File: config.mk
export PLATFORM = sky130hd
export DESIGN_NAME = wb_write_queue_flat
export DESIGN_NICKNAME = d
export VERILOG_FILES = /design/src/rtl/wb_write_queue_if.sv /design/src/rtl/wb_write_queue.sv /design/src/flat_wrapper.sv
export SDC_FILE = /design/constraint.sdc
export NUM_CORES = 1
export LEC_CHECK = 0
export ABC_AREA = 0
export BUFFER_PORTS_ARGS = -buffer_cell sky130_fd_sc_hd__buf_2
export CORE_ASPECT_RATIO = 1.25
export CORE_MARGIN = 3
export CORE_UTILIZATION = 47
export DETAILED_ROUTE_END_ITERATION = 7
export PLACE_DENSITY = 0.8
export SYNTH_ARGS = -nofsm -noshare
export SYNTH_HDL_FRONTEND = slang
export SYNTH_SLANG_ARGS = --single-unit
File: constraint.sdc
create_clock -name clk -period 8.15 [get_ports clk]
set_input_delay 0.815 -clock clk [delete_from_list [all_inputs] [get_ports clk]]
set_output_delay 0.815 -clock clk [all_outputs]
set_load 0.03 [all_outputs]
File: src/rtl/wb_write_queue_if.sv
// Write-back queue bus: ALU/load sources, register file write, forwarding.
// master = pipeline side driving results, slave = the write-back queue.
interface wb_write_queue_if #(
  parameter int WORD_LEN = 32,
  parameter int ADDR_LEN = 4,
  parameter int DEPTH    = 4
) ();
  localparam int CW = $clog2(DEPTH) + 1;

  logic                alu_wb_en;
  logic [ADDR_LEN-1:0] alu_dest;
  logic [WORD_LEN-1:0] alu_value;
  logic                ld_valid;
  logic [ADDR_LEN-1:0] ld_dest;
  logic [WORD_LEN-1:0] ld_value;
  logic                ld_ready;
  logic                stall_out;
  logic                rf_we;
  logic [ADDR_LEN-1:0] rf_dest;
  logic [WORD_LEN-1:0] rf_wdata;
  logic [ADDR_LEN-1:0] fwd_addr_1;
  logic [ADDR_LEN-1:0] fwd_addr_2;
  logic                fwd_hit_1;
  logic                fwd_hit_2;
  logic [WORD_LEN-1:0] fwd_val_1;
  logic [WORD_LEN-1:0] fwd_val_2;
  logic [CW-1:0]       pending_cnt;

  modport master (
    output alu_wb_en, alu_dest, alu_value,
    output ld_valid, ld_dest, ld_value,
    output fwd_addr_1, fwd_addr_2,
    input  ld_ready, stall_out,
    input  rf_we, rf_dest, rf_wdata,
    input  fwd_hit_1, fwd_hit_2,
    input  fwd_val_1, fwd_val_2,
    input  pending_cnt
  );

  modport slave (
    input  alu_wb_en, alu_dest, alu_value,
    input  ld_valid, ld_dest, ld_value,
    input  fwd_addr_1, fwd_addr_2,
    output ld_ready, stall_out,
    output rf_we, rf_dest, rf_wdata,
    output fwd_hit_1, fwd_hit_2,
    output fwd_val_1, fwd_val_2,
    output pending_cnt
  );
endinterface

File: src/rtl/wb_write_queue.sv
// Write-back stage: merges ALU and load results into one registered RF write
// per cycle, queues deferred writes in order, forwards queued values to decode.
// Ports: clk, rst (sync, active-high), bus (wb_write_queue_if.slave).
module wb_write_queue #(
  parameter int WORD_LEN = 32,
  parameter int ADDR_LEN = 4,
  parameter int DEPTH    = 4
) (
  input logic             clk,
  input logic             rst,
  wb_write_queue_if.slave bus
);
  localparam int PW = $clog2(DEPTH);
  localparam int CW = PW + 1;

  logic [ADDR_LEN-1:0] mem_dest_q [DEPTH];
  logic [WORD_LEN-1:0] mem_val_q  [DEPTH];
  logic [PW-1:0]       head_q, head_d;
  logic [PW-1:0]       tail_q, tail_d;
  logic [CW-1:0]       cnt_q, cnt_d;

  logic                rf_we_q, rf_we_d;
  logic [ADDR_LEN-1:0] rf_dest_q, rf_dest_d;
  logic [WORD_LEN-1:0] rf_wdata_q, rf_wdata_d;

  logic                stall;
  logic                ld_rdy;
  logic                alu_acc;
  logic                ld_acc;
  logic                empty;

  logic                deq;
  logic                enq_ld;
  logic                enq_alu;
  logic [1:0]          n_enq;
  logic                wr0;
  logic                wr1;
  logic [ADDR_LEN-1:0] wr0_dest;
  logic [WORD_LEN-1:0] wr0_val;

  logic                com_v;
  logic [ADDR_LEN-1:0] com_dest;
  logic [WORD_LEN-1:0] com_val;

  logic                hit1, hit2;
  logic [WORD_LEN-1:0] val1, val2;

  // Thresholds leave room for a worst-case dual enqueue.
  assign stall   = cnt_q >= CW'(DEPTH - 1);
  assign ld_rdy  = cnt_q <= CW'(DEPTH - 2);
  assign alu_acc = bus.alu_wb_en & ~stall;
  assign ld_acc  = bus.ld_valid & ld_rdy;
  assign empty   = cnt_q == '0;

  // The oldest candidate commits; the load is older than
  // a same-cycle ALU result.
  always_comb begin
    deq      = 1'b0;
    enq_ld   = 1'b0;
    enq_alu  = 1'b0;
    com_v    = 1'b0;
    com_dest = '0;
    com_val  = '0;
    unique case (1'b1)
      !empty: begin
        deq      = 1'b1;
        com_v    = 1'b1;
        com_dest = mem_dest_q[head_q];
        com_val  = mem_val_q[head_q];
        enq_ld   = ld_acc;
        enq_alu  = alu_acc;
      end
      empty && ld_acc: begin
        com_v    = 1'b1;
        com_dest = bus.ld_dest;
        com_val  = bus.ld_value;
        enq_alu  = alu_acc;
      end
      empty && !ld_acc && alu_acc: begin
        com_v    = 1'b1;
        com_dest = bus.alu_dest;
        com_val  = bus.alu_value;
      end
      default: begin
        com_v = 1'b0;
      end
    endcase
  end

  // Slot tail gets the older enqueued item, tail+1 the ALU
  // result when both are enqueued.
  always_comb begin
    n_enq    = {1'b0, enq_ld} + {1'b0, enq_alu};
    wr0      = enq_ld | enq_alu;
    wr1      = enq_ld & enq_alu;
    wr0_dest = enq_ld ? bus.ld_dest  : bus.alu_dest;
    wr0_val  = enq_ld ? bus.ld_value : bus.alu_value;
  end

  always_comb begin
    head_d = head_q + PW'(deq);
    tail_d = tail_q + PW'(n_enq);
    cnt_d  = cnt_q + CW'(n_enq) - CW'(deq);
  end

  // Idle cycles drop rf_we but keep the last address/data.
  always_comb begin
    rf_we_d    = com_v;
    rf_dest_d  = com_v ? com_dest : rf_dest_q;
    rf_wdata_d = com_v ? com_val  : rf_wdata_q;
  end

  always_ff @(posedge clk) begin
    if (rst) begin
      head_q     <= '0;
      tail_q     <= '0;
      cnt_q      <= '0;
      rf_we_q    <= 1'b0;
      rf_dest_q  <= '0;
      rf_wdata_q <= '0;
    end else begin
      head_q     <= head_d;
      tail_q     <= tail_d;
      cnt_q      <= cnt_d;
      rf_we_q    <= rf_we_d;
      rf_dest_q  <= rf_dest_d;
      rf_wdata_q <= rf_wdata_d;
    end
  end

  // Storage needs no reset: occupancy alone marks entries valid.
  always_ff @(posedge clk) begin
    if (!rst && wr0) begin
      mem_dest_q[tail_q] <= wr0_dest;
      mem_val_q[tail_q]  <= wr0_val;
    end
    if (!rst && wr1) begin
      mem_dest_q[tail_q + PW'(1)] <= bus.alu_dest;
      mem_val_q[tail_q + PW'(1)]  <= bus.alu_value;
    end
  end

  // Scan oldest to newest so the newest match wins.
  always_comb begin
    hit1 = 1'b0;
    hit2 = 1'b0;
    val1 = '0;
    val2 = '0;
    for (int i = 0; i < DEPTH; i++) begin
      if (CW'(i) < cnt_q) begin
        if (mem_dest_q[head_q + PW'(i)] == bus.fwd_addr_1) begin
          hit1 = 1'b1;
          val1 = mem_val_q[head_q + PW'(i)];
        end
        if (mem_dest_q[head_q + PW'(i)] == bus.fwd_addr_2) begin
          hit2 = 1'b1;
          val2 = mem_val_q[head_q + PW'(i)];
        end
      end
    end
  end

  assign bus.stall_out   = stall;
  assign bus.ld_ready    = ld_rdy;
  assign bus.rf_we       = rf_we_q;
  assign bus.rf_dest     = rf_dest_q;
  assign bus.rf_wdata    = rf_wdata_q;
  assign bus.fwd_hit_1   = hit1;
  assign bus.fwd_hit_2   = hit2;
  assign bus.fwd_val_1   = val1;
  assign bus.fwd_val_2   = val2;
  assign bus.pending_cnt = cnt_q;

  a_no_overflow: assert property (
    @(posedge clk) disable iff (rst)
    (n_enq != 2'd0) |-> (cnt_q != CW'(DEPTH - 1))
  );
endmodule

File: src/flat_wrapper.sv
// flat-port wrapper written by rule: the top's interface ports become plain ports
module wb_write_queue_flat 
#(
  parameter int WORD_LEN = 32,
  parameter int ADDR_LEN = 4,
  parameter int DEPTH    = 4
)
  (clk, rst, bus_alu_wb_en, bus_alu_dest, bus_alu_value, bus_ld_valid, bus_ld_dest, bus_ld_value, bus_fwd_addr_1, bus_fwd_addr_2, bus_ld_ready, bus_stall_out, bus_rf_we, bus_rf_dest, bus_rf_wdata, bus_fwd_hit_1, bus_fwd_hit_2, bus_fwd_val_1, bus_fwd_val_2, bus_pending_cnt);
  wb_write_queue_if #(.WORD_LEN(WORD_LEN), .ADDR_LEN(ADDR_LEN), .DEPTH(DEPTH)) bus_i ();
  input logic clk;
  input logic rst;
  input wire logic [$bits(bus_i.alu_wb_en)-1:0] bus_alu_wb_en;
  input wire logic [$bits(bus_i.alu_dest)-1:0] bus_alu_dest;
  input wire logic [$bits(bus_i.alu_value)-1:0] bus_alu_value;
  input wire logic [$bits(bus_i.ld_valid)-1:0] bus_ld_valid;
  input wire logic [$bits(bus_i.ld_dest)-1:0] bus_ld_dest;
  input wire logic [$bits(bus_i.ld_value)-1:0] bus_ld_value;
  input wire logic [$bits(bus_i.fwd_addr_1)-1:0] bus_fwd_addr_1;
  input wire logic [$bits(bus_i.fwd_addr_2)-1:0] bus_fwd_addr_2;
  output wire logic [$bits(bus_i.ld_ready)-1:0] bus_ld_ready;
  output wire logic [$bits(bus_i.stall_out)-1:0] bus_stall_out;
  output wire logic [$bits(bus_i.rf_we)-1:0] bus_rf_we;
  output wire logic [$bits(bus_i.rf_dest)-1:0] bus_rf_dest;
  output wire logic [$bits(bus_i.rf_wdata)-1:0] bus_rf_wdata;
  output wire logic [$bits(bus_i.fwd_hit_1)-1:0] bus_fwd_hit_1;
  output wire logic [$bits(bus_i.fwd_hit_2)-1:0] bus_fwd_hit_2;
  output wire logic [$bits(bus_i.fwd_val_1)-1:0] bus_fwd_val_1;
  output wire logic [$bits(bus_i.fwd_val_2)-1:0] bus_fwd_val_2;
  output wire logic [$bits(bus_i.pending_cnt)-1:0] bus_pending_cnt;
  assign bus_i.alu_wb_en = bus_alu_wb_en;
  assign bus_i.alu_dest = bus_alu_dest;
  assign bus_i.alu_value = bus_alu_value;
  assign bus_i.ld_valid = bus_ld_valid;
  assign bus_i.ld_dest = bus_ld_dest;
  assign bus_i.ld_value = bus_ld_value;
  assign bus_i.fwd_addr_1 = bus_fwd_addr_1;
  assign bus_i.fwd_addr_2 = bus_fwd_addr_2;
  assign bus_ld_ready = bus_i.ld_ready;
  assign bus_stall_out = bus_i.stall_out;
  assign bus_rf_we = bus_i.rf_we;
  assign bus_rf_dest = bus_i.rf_dest;
  assign bus_rf_wdata = bus_i.rf_wdata;
  assign bus_fwd_hit_1 = bus_i.fwd_hit_1;
  assign bus_fwd_hit_2 = bus_i.fwd_hit_2;
  assign bus_fwd_val_1 = bus_i.fwd_val_1;
  assign bus_fwd_val_2 = bus_i.fwd_val_2;
  assign bus_pending_cnt = bus_i.pending_cnt;
  wb_write_queue #(.WORD_LEN(WORD_LEN), .ADDR_LEN(ADDR_LEN), .DEPTH(DEPTH)) u_core (.clk(clk), .rst(rst), .bus(bus_i));
endmodule
==> impl_metrics.ini <==
[run_status]
status = finished, final reports clean

[worst_setup_path]
path_buf_inv = 3
cp_cell_sequence = buf_4 -> mux4_2 -> xnor2_1 -> nand4b_1 -> buf_4 -> o22ai_1 -> buf_2
crit_fanout = 112
crit_slowest_cell = nand4b_1
crit_top_cell = buf_4
slowest_delay_ns = 1.07
endpoint_kind = output port
start_kind = register
cp_top_family = buffers and inverters
worstPathArrival_ns = 5.05
worstPathRequired_ns = 7.34
crit_type = reg -> out

[cts]
ctsResizeCount = 0
postCtsHoldBufs = 0
cts_max_level = 4
cts_root_buf = clkbuf_16
cts_buffers = 17
cts_setup_buffers = 0
tritoncts = built
clk_pin_slew_ns = 0.07
cts_sinks = 188
clockBufferDepth = 2
worstSkewPairLatency_ns = 0.45

[min_path]
hp-class = reg -> reg

[final_layout]
final_cell_mix = mux2_2 (199), buf_2 (191), edfxtp_1 (144), nand2_1 (73), nor2_1 (71)
fin_nets = 1478
area_delta_synth_final_pct = 12.9
layout-drive-gt1-share_pct = 36.5
fin_util_pct = 54.5
final_common_cell = mux2_2

[route]
totalWireLength_um = 44200
routedWlPerCell_um = 25.2
drt_iter0_markers = 1353
drcViolationCount = 0
drt_first_pass_iters = 6
ant_nets = 0
viasPerCell = 6.82
vias = 11934

[global_route]
grt_overflow = 0
grt_start_max_net_pins = 113
grt_pass1_vias = 11982
grtUsageTotal_pct = 28.1
met2_usage_pct = 47.6
grt_pass1_wl_um = 66900
antenna_found_initial = 4
top_usage_layer = met2
use_met3_pct = 6.12
met1_usage_pct = 32.9

[logic_synthesis]
yosysTopAreaCellShare_pct = 32.1
synth_ff_type = edfxtp_1
syn_area_per_cell_um2 = 10.6
ys_seq_elements = 188
syn_inst = 1274
synthesis.nets = 1366
synth_cell_types = 47
async_flop_share_pct = 0
synth_enable_flop_cells = 144
synth_top_cells_by_area = edfxtp_1 (32%), mux2_2 (17%), dfxtp_1 (6.5%)
synth_top_cell_by_area = edfxtp_1
yosysSeqAreaShare_pct = 38.7
syn-cell-area_um2 = 13500
ys_warn_count = 0

[placed_design]
port_buffers = 191
gp_congestion = 0.887
hpwl_um = 28300

[flow_run]
max_cap_viol_count = 0

[sta]
maxSlewHeadroom_pct = 13.5
drv_slew = 0
max_clock_freq_mhz = 171
period_needed_ns = 5.86
finalCritPeriodShare_pct = 71.9
hold_viol = 0
grt_setup_unrepaired = false
tightest_slew_ns = 1.29
finalSetupViolCount = 0
fin_tns_setup_ns = 0
finClkSkew_ns = 0.0136

[pwr]
internal-power_mw = 2.97
p_switching_mw = 2.89
pwr-share-comb_pct = 60.2
power_density_nw_per_um2 = 386
clkPwrFrac_pct = 14.3
vdd_drop_max_mv = 0.166
power_frac_seq_pct = 25.4
p_leak_nw = 5.89
swShare_pct = 49.3

[floorplanning]
io_pins = 192
dieArea_um2 = 30700
rows = 68
initial_core_util_pct = 48.2
die_x_um = 157
coreArea_um2 = 27900
die_h_um = 195
==> state kept, by name, indices dropped and copies added, names as in the netlist <==
signal                  flops
u_core.head_q               2
u_core.mem_val_q          128
u_core.tail_q               2
u_core.mem_dest_q          16
u_core.bus.pending_cnt      3
u_core.bus.rf_dest          4
u_core.bus.rf_we            1
u_core.bus.rf_wdata        32
==> worst min-delay path: cells and delay by family (launching register included) <==
| kind | cells | cell delay [ns] |
|---|---|---|
| AOI/OAI and AO/OA | 2 | 0.16 |
| DFF | 1 | 0.33 |
==> cells by family (layout without fill, tap and decap cells) <==
group | after synthesis | count (layout) | share of synthesized area, %
buffers and inverters | 136 | 261 | 4.43
adders and majority gates | 8 | 8 | 0.799
AOI/OAI and AO/OA | 439 | 439 | 23.1
and+or+nand+nor | 176 | 176 | 5.74
muxes | 290 | 290 | 24.9
other | 0 | 2 | 0
xor gates and xnor gates | 37 | 37 | 2.41
DFF | 188 | 188 | 38.7
==> layer usage <==
metal / vias up / share of wire, %
met3: 170 / 8.8
li1: 5228 / -
met5: - / 0.070
met2: 758 / 50
met1: 5774 / 36
met4: 4 / 4.7
==> cell type report <==
| cell class | instances | area, µm² |
|---|---|---|
| clock buffers | 18 | 429 |
| flip-flops and latches | 188 | 5210 |
| inverters | 12 | 47.5 |
| repair buffers | 217 | 1150 |
| clock inverters | 14 | 150 |
| fillers | 2376 | 12700 |
| multi-input cells | 950 | 7770 |
| diodes | 2 | 5.00 |
| well taps | 350 | 438 |
==> worst paths after layout <==
check                                  to  cells past startpoint                       from  slack [ns]
setup / recovery         bus_fwd_val_2[0]                      7           u_core.head_q[1]        2.29
hold / removal    u_core.bus.rf_wdata[26]                      2    u_core.bus.rf_wdata[26]        0.52
setup reg to reg   u_core.mem_val_q[0][2]                      9  u_core.bus.pending_cnt[0]        3.78
hold reg to reg   u_core.bus.rf_wdata[26]                      2    u_core.bus.rf_wdata[26]        0.52
==> power groups by stage <==
stage	registers, mW	logic (mW)	clock network, mW
3_3_place_gp	1.49	3.39	0
3_5_place_dp	1.51	3.46	0
2_1_floorplan	1.61	2.44	0
6_report	1.49	3.53	0.842
5_1_grt	1.52	3.75	0.883
4_1_cts	1.49	3.48	0.848
==> per-stage QoR <==
step | cells | instance area, µm² | total power [mW] | setup slack, ns | hold slack, ns
2_1_floorplan | 1274 | 13500 | 4.04 | -0.211 | 0.557
3_3_place_gp | 1717 | 14600 | 4.88 | 3.05 | 0.498
3_5_place_dp | 1717 | 14600 | 4.96 | 2.88 | 0.511
4_1_cts | 1749 | 15200 | 5.81 | 2.38 | 0.527
5_1_grt | 1749 | 15200 | 6.15 | 2.10 | 0.542
6_report | 1751 | 15200 | 5.87 | 2.29 | 0.523
==> synthesized netlist by cell type, types with 13 or more instances <==
library cell  number
a22oi_1           36
nand2_1           73
a221oi_1          44
a21o_1            64
mux2_2           199
mux4_2            15
xor2_1            22
a21oi_1           67
buf_1             13
a211oi_1          64
xnor2_1           15
mux2i_1           66
a221oi_2          20
nor2_1            74
edfxtp_1         144
clkbuf_1          62
buf_2             42
dfxtp_1           44
o21ai_0           66
o22ai_1           64
(Power assumes the default switching activity.)
